--- config.mk ---
export PLATFORM = sky130hd
export DESIGN_NAME = inv_sub_bytes_iter
export DESIGN_NICKNAME = d
export VERILOG_FILES = /design/src/rtl/inv_sub_bytes_iter.sv
export SDC_FILE = /design/constraint.sdc
export NUM_CORES = 2
export LEC_CHECK = 0
export BUFFER_PORTS_ARGS = -buffer_cell sky130_fd_sc_hd__buf_2
export CAP_MARGIN = 20
export CELL_PAD_IN_SITES_DETAIL_PLACEMENT = 1
export CELL_PAD_IN_SITES_GLOBAL_PLACEMENT = 1
export CORE_UTILIZATION = 40
export CTS_CLUSTER_DIAMETER = 200
export DETAILED_ROUTE_END_ITERATION = 16
export HOLD_SLACK_MARGIN = 0.03
export PLACE_DENSITY = 0.71
export SLEW_MARGIN = 10
export SYNTH_ARGS = -nofsm -noshare
export SYNTH_HDL_FRONTEND = slang
export SYNTH_SLANG_ARGS = --single-unit
--- constraint.sdc ---
create_clock -name clk -period 15.5 [get_ports clk]
set_input_delay 1.55 -clock clk [delete_from_list [all_inputs] [get_ports clk]]
set_output_delay 1.55 -clock clk [all_outputs]
set_load 0.005 [all_outputs]
--- src/rtl/inv_sub_bytes_iter.sv ---
// Iterative AES InvSubBytes stage: substitutes BPC state bytes per clock behind valid/ready handshakes.
// Optional macro SUB_BYTES_FWD_EN adds a 'mode' port that selects the forward S-box (mode=1) per block.
module inv_sub_bytes_iter #(
  parameter int BPC = 4
) (
  input  logic         clk,
  input  logic         rst_n,
  input  logic         in_valid,
  output logic         in_ready,
  input  logic [127:0] in_data,
  output logic         out_valid,
  input  logic         out_ready,
`ifdef SUB_BYTES_FWD_EN
  input  logic         mode,
`endif
  output logic [127:0] out_data
);

  localparam int NGROUPS = 16 / BPC;
  localparam int IDX_W   = (NGROUPS > 1) ? $clog2(NGROUPS) : 1;

  generate
    if (!(BPC == 1 || BPC == 2 || BPC == 4 || BPC == 8 || BPC == 16)) begin : g_bad_bpc
      $error("inv_sub_bytes_iter: BPC must be 1, 2, 4, 8 or 16");
    end
  endgenerate

  typedef enum logic [1:0] {S_IDLE, S_BUSY, S_DONE} state_t;

  state_t           r_state;
  state_t           w_state_next;
  logic [IDX_W-1:0] r_idx;
  logic [7:0]       r_work [16];
  logic             w_last;
  logic [7:0]       w_lane_in  [BPC];
  logic [7:0]       w_lane_out [BPC];
  logic [3:0]       w_pos      [BPC];

  // GF(2^8) arithmetic modulo x^8+x^4+x^3+x+1; inverse computed as x^254 (maps 0 to 0).
  function automatic logic [7:0] gf_mul(input logic [7:0] a, input logic [7:0] b);
    logic [7:0] p;
    logic [7:0] aa;
    p  = 8'h00;
    aa = a;
    for (int i = 0; i < 8; i++) begin
      if (b[i]) p = p ^ aa;
      aa = {aa[6:0], 1'b0} ^ (aa[7] ? 8'h1b : 8'h00);
    end
    return p;
  endfunction

  function automatic logic [7:0] gf_inv(input logic [7:0] x);
    logic [7:0] t;
    logic [7:0] r;
    t = x;
    r = 8'h01;
    for (int i = 1; i < 8; i++) begin
      t = gf_mul(t, t);
      r = gf_mul(r, t);
    end
    return r;
  endfunction

  function automatic logic [7:0] inv_sbox(input logic [7:0] s);
    logic [7:0] b;
    b = {s[6:0], s[7]} ^ {s[4:0], s[7:5]} ^ {s[1:0], s[7:2]} ^ 8'h05;
    return gf_inv(b);
  endfunction

`ifdef SUB_BYTES_FWD_EN
  logic r_mode;

  function automatic logic [7:0] fwd_sbox(input logic [7:0] x);
    logic [7:0] b;
    b = gf_inv(x);
    return b ^ {b[6:0], b[7]} ^ {b[5:0], b[7:6]} ^ {b[4:0], b[7:5]} ^ {b[3:0], b[7:4]} ^ 8'h63;
  endfunction
`endif

  generate
    for (genvar g = 0; g < BPC; g++) begin : g_lane
      assign w_pos[g]     = 4'(int'(r_idx) * BPC + g);
      assign w_lane_in[g] = r_work[w_pos[g]];
`ifdef SUB_BYTES_FWD_EN
      assign w_lane_out[g] = r_mode ? fwd_sbox(w_lane_in[g]) : inv_sbox(w_lane_in[g]);
`else
      assign w_lane_out[g] = inv_sbox(w_lane_in[g]);
`endif
    end
  endgenerate

  assign w_last = (r_idx == IDX_W'(NGROUPS - 1));

  // NOTE: every output of this block is given a default first, so no path leaves a latch.
  always_comb begin
    w_state_next = r_state;
    in_ready     = 1'b0;
    out_valid    = 1'b0;
    case (r_state)
      S_IDLE: begin
        in_ready = 1'b1;
        if (in_valid) w_state_next = S_BUSY;
      end
      S_BUSY: begin
        if (w_last) w_state_next = S_DONE;
      end
      S_DONE: begin
        out_valid = 1'b1;
        if (out_ready) w_state_next = S_IDLE;
      end
      default: w_state_next = S_IDLE;
    endcase
  end

  // NOTE: state uses non-blocking assignments so all registers update together at the edge.
  always_ff @(posedge clk) begin
    if (!rst_n) begin
      r_state <= S_IDLE;
      r_idx   <= '0;
      // NOTE: the byte bank is reset on purpose because out_data must read zero after reset.
      for (int k = 0; k < 16; k++) r_work[k] <= 8'h00;
`ifdef SUB_BYTES_FWD_EN
      r_mode  <= 1'b0;
`endif
    end else begin
      r_state <= w_state_next;
      if (r_state == S_IDLE && in_valid) begin
        for (int k = 0; k < 16; k++) r_work[k] <= in_data[127-8*k -: 8];
        r_idx <= '0;
`ifdef SUB_BYTES_FWD_EN
        r_mode <= mode;
`endif
      end else if (r_state == S_BUSY) begin
        for (int g = 0; g < BPC; g++) r_work[w_pos[g]] <= w_lane_out[g];
        r_idx <= w_last ? '0 : r_idx + 1'b1;
      end
    end
  end

  always_comb begin
    out_data = '0;
    for (int k = 0; k < 16; k++) out_data[127-8*k -: 8] = r_work[k];
  end

endmodule

* After elaboration in Yosys (flattened, before gate mapping)
Memory sizes are Yosys's and may differ from the RTL's. A register that Yosys moved wholly into a read port is not among the register bits.
Index checks and enable logic that the tools add are counted.
** Word-level totals
- Input port bits :: 132
- Memory bits (read-only) :: 0
- Latch bits :: 0
- Memories :: 1
- Bits in writable memories :: 128
- Register bits :: 4
** Memories
- r_work :: depth 16, width 8, read ports 20, clocked after memory_dff 1, wr ports 16, line 33 : logic [7:0] r_work [16];
** Cells by class
- Equality and inequality tests :: 6
- Shift operators :: 0
- Reductions and logical operators :: 8
- Multiplexer cells :: 857
- Multiply operators :: 0
- Divide/modulo/power cells :: 0
- Bitwise logic cells :: 785
- Magnitude comparators :: 0
- Add/subtract/negate cells :: 4
** Operators with widths (count)
- $mux W8 :: 440
- $xor A8 B8 Y8 :: 372
- $xor A8 B5 Y8 :: 364
- $mux W5 :: 368
- $mux W4 :: 10
- $reduce_or A8 Y1 :: 4
- $mux W7 :: 4
- $not A1 Y1 const A :: 28
- $mux W6 :: 4
- $mux W1 :: 18
- $mux W2 :: 8
- $or A1 B1 Y1 :: 16
- $mux W3 :: 4
- $add A4 B2 Y4 const B :: 2
- $not A2 Y2 :: 4
- $ne A2 B2 Y1 const B :: 3
- $pmux W2 S3 :: 1
- $add A4 B1 Y4 const B :: 1
- $eq A2 B2 Y1 const B :: 2
- $reduce_and A3 Y1 :: 1
- $add A2 B1 Y2 const B :: 1
- $eq A2 B1 Y1 const B :: 1
- $logic_not A2 Y1 :: 1
- $reduce_or A2 Y1 :: 1
- other kinds (2) :: 2

* Longest topological paths before layout
An unclocked memory read counts as a cell.
- Depth in word-level cells :: 132
- Mapped depth :: 75
- Mapped depth without buffers :: 62

* Least setup slack after synthesis
No wires, ideal clock.
- Path type :: register -> register
- From :: reg r_idx[0]
- To :: mem r_work[1][4] (data pin)
- Library setup time :: 0.265 ns
- Slack :: -1.456 ns
- Data arrival time :: 16.691 ns
- Cell stages (with the launch flop) :: 67
- Required time :: 15.235 ns
- Path through :: dfxtp_1 buf_6 buf_8 buf_6 mux4_2 buf_4 xor2_1 xnor2_1 ha_1 clkbuf_1 mux2_2 a221oi_1 a21oi_1 xor2_2 inv_2 buf_2 clkbuf_1 ha_1 [31 not listed] xor3_1 xnor2_1 nor2_1 xnor3_1 xnor2_1 xor2_1 xnor2_1 xnor2_4 xnor2_1 nor2b_1 nor4b_1 a21oi_1 o22ai_1 a31oi_1 xor2_1 xnor2_1 xnor2_1 o21ai_1
** RTL lines
- start: declaration :: line 32 : logic [IDX_W-1:0] r_idx;
- start signal: assignment :: line 135 : r_idx <= w_last ? '0 : r_idx + 1'b1;
- end: declaration :: line 33

==> results.yml <==
floorplan:
  start_util: 0.405
  io_pins: 262
  die_y_microns: 409
  rows: 148
  dieWidth_microns: 409
  core_area_sq_mm: 0.164
  die_area_sq_mm: 0.167
clock_tree:
  cts_sinks: 134
  clkTransAtPathRegs_ns: 0.09
  clock_tree.buffer_depth: 2
  root_buffer: "clkbuf_16"
  cts_tree: "done"
  cts_made_buffers: 17
  cts.htree.levels: 4
  clock_latency_ns: 0.56
timing:
  min_period_over_period: 0.975
  skew_ns: 0.0454
  max_freq_mhz: 66.1
  rsz0062_at_grt: "yes"
  relSlewSlack: 0.229
  max_slew.worst_pin.slew_ns: 1.16
  finalHoldViolations: 0
  setup_viol: 0
  min_period_ns: 15.12
  slew_viol_final: 0
logic_synthesis:
  yosysSeqAreaShare: 0.0598
  yosys_warnings: 0
  synth_cells: 8787
  synth_nets: 8951
  synth_edf_count: 128
  syn_avg_cell_area_sq_um: 7.54
  synth_flop_cell: "edfxtp_1"
  ys_seq_elements: 134
  ys_types: 131
  async_reset_ff_frac: 0
  syn_area_sq_mm: 0.0662
finish:
  area_growth_syn_to_layout_pct: 23.3
  mostFrequentLayoutCell: "xnor2_1"
  final_area_sq_mm: 0.0817
  final_cells: 11800
  post-route-util: 0.500
  nets: 9740
  layout_common_cells: "xnor2_1, nor2_1, buf_4"
  drive_gt1_frac: 0.249
routing:
  met1_length_mm: 118
  drcViolationCount: 0
  wl_met3_mm: 15.8
  wirelength_mm: 263
  viasPerCell: 5.89
  top_layer: "met5"
  initialDrtViolationCount: 5197
  route.met2.wl_mm: 125
  vias: 69300
  first_pass_iters: 8
  wire_per_inst_microns: 22.3
  detail-route-antenna-nets: 0
global_route:
  grt_first_pass_wirelength_mm: 401
  gr-total-overflow: 0
  antenna_found_initial: 11
  grt_max_degree: 56
  grt_util_all_layers: 0.295
  grt_pass1_vias: 69300
setup_path:
  critPathMaxStageDelay_ns: 0.58
  worst-setup-path-type: "reg -> reg"
  cp_max_fo: 11
  cp_slowest_cell: "mux4_2"
  crit_required_ns: 15.75
  critPathArrivalTime_ns: 15.37
  critPathMostFrequentCell: "buf_4"
  cp_top_family: "XOR/XNOR gates"
  crit_buf_inv: 13
  critPathCaptureType: "flip-flop"
  critPathLaunchType: "flip-flop"
flow_run:
  cap_violations: 0
placed_design:
  gp_congestion: 0.947
  placedInstanceArea_sq_mm: 0.0750
  numPortBuffers: 261
  hpwl_mm: 196
  dp_cells: 11500
min_path:
  hold_class: "reg -> reg"
outcome:
  outcome: "completed"
-- stage by stage --
stage / setup TNS [ns] / setup slack, ns / hold slack (ns)
6_report: 0 / 0.381 / 0.506
5_1_grt: -13.36 / -0.259 / 0.523
4_1_cts: 0 / 0.000409 / 0.504
3_5_place_dp: -72.88 / -0.923 / 0.503
3_3_place_gp: -30.24 / -0.531 / 0.490
2_1_floorplan: 0 / 0.0148 / 0.464
-- cell usage after synthesis, types with 28 or more instances --
cell type  number  area share
a211oi_1       82      0.0093
a21oi_1       425       0.032
a221oi_1       42      0.0056
a22o_1         40      0.0053
a22oi_1        56      0.0063
a31oi_1        83      0.0078
a32oi_1        29      0.0038
and2_1         59      0.0056
and3_1         64      0.0060
buf_1          40      0.0023
buf_2         159       0.012
buf_4          47      0.0053
clkbuf_1      355       0.020
edfxtp_1      128       0.058
ha_1           32      0.0060
inv_1          69      0.0039
mux2_2         46      0.0078
mux2i_1       225       0.034
mux4_2         37       0.013
nand2_1       795       0.045
nand2b_1       59      0.0056
nand3_1       222       0.017
nand4_1        44      0.0042
nor2_1       1358       0.077
nor2b_1        65      0.0061
nor3_1        244       0.018
nor4_1         30      0.0028
o211ai_1       72      0.0082
o21ai_0       376       0.028
o21ai_1        75      0.0057
o221ai_1       31      0.0041
o22ai_1       133       0.013
o31ai_1        28      0.0032
or3_1          46      0.0043
xnor2_1      1690        0.22
xnor2_2       113       0.028
xnor2_4        35       0.015
xnor3_1       225       0.076
xor2_1        463       0.061
xor2_2         41       0.010
xor3_1         39       0.014
-- flip-flops by register name, indices dropped and copies added (netlist names), named ones only --
signal and count:
r_work 128, r_idx 2, r_state 2
-- layer usage --
metal,GRT usage,up-vias
met5,0,-
met4,0.0635,2
met1,0.407,34800
met2,0.487,2144
li1,-,32100
met3,0.0381,304
-- final cells by class --
class | count | area [sq um]
Antenna cell | 1 | 2.50
Clock buffer | 17 | 425
Clock inverter | 15 | 160
Fill cell | 19900 | 81800
Inverter | 98 | 392
Multi-Input combinational cell | 7941 | 63600
Sequential cell | 134 | 3970
Tap cell | 2175 | 2720
Timing Repair Buffer | 1384 | 10500
-- path summary, 6_finish.rpt --
check | startpoint | endpoint | slack [ns] | cells past startpoint
setup / recovery | r_idx[0]$_SDFFE_PP0N_ | r_work[5][0]$_DFFE_PP_ | 0.38 | 66
hold / removal | r_state[1]$_SDFFE_PN0P_ | r_state[0]$_SDFFE_PN0P_ | 0.51 | 1
setup reg to reg | r_idx[0]$_SDFFE_PP0N_ | r_work[5][0]$_DFFE_PP_ | 0.38 | 66
hold reg to reg | r_state[1]$_SDFFE_PN0P_ | r_state[0]$_SDFFE_PN0P_ | 0.51 | 1
-- logic make-up (layout without fill, tap and decap cells) --
logic type / after synthesis / after routing / synth area share
buffers and inverters: 713 / 1514 / 0.0478
multiplexers: 315 / 315 / 0.0558
adder cells (fa/ha/maj): 39 / 39 / 0.00710
AO/OA/AOI/OAI: 1818 / 1818 / 0.180
XOR/XNOR: 2642 / 2643 / 0.441
other: 0 / 1 / 0
flip-flops: 134 / 134 / 0.0598
AND/OR/NAND/NOR: 3126 / 3126 / 0.209
-- what timing repair did --
action / in CTS / in global routing
pin swaps: 34 / 226
gates resized for setup: 146 / 488
hold buffers: 0 / 0
gates cloned: 0 / 3
setup endpoints to repair: 128 / 128
buffers inserted: 57 / 206
Power is not shown: default switching activity piles up to over one toggle a cycle in this logic, so the estimate is an artifact.
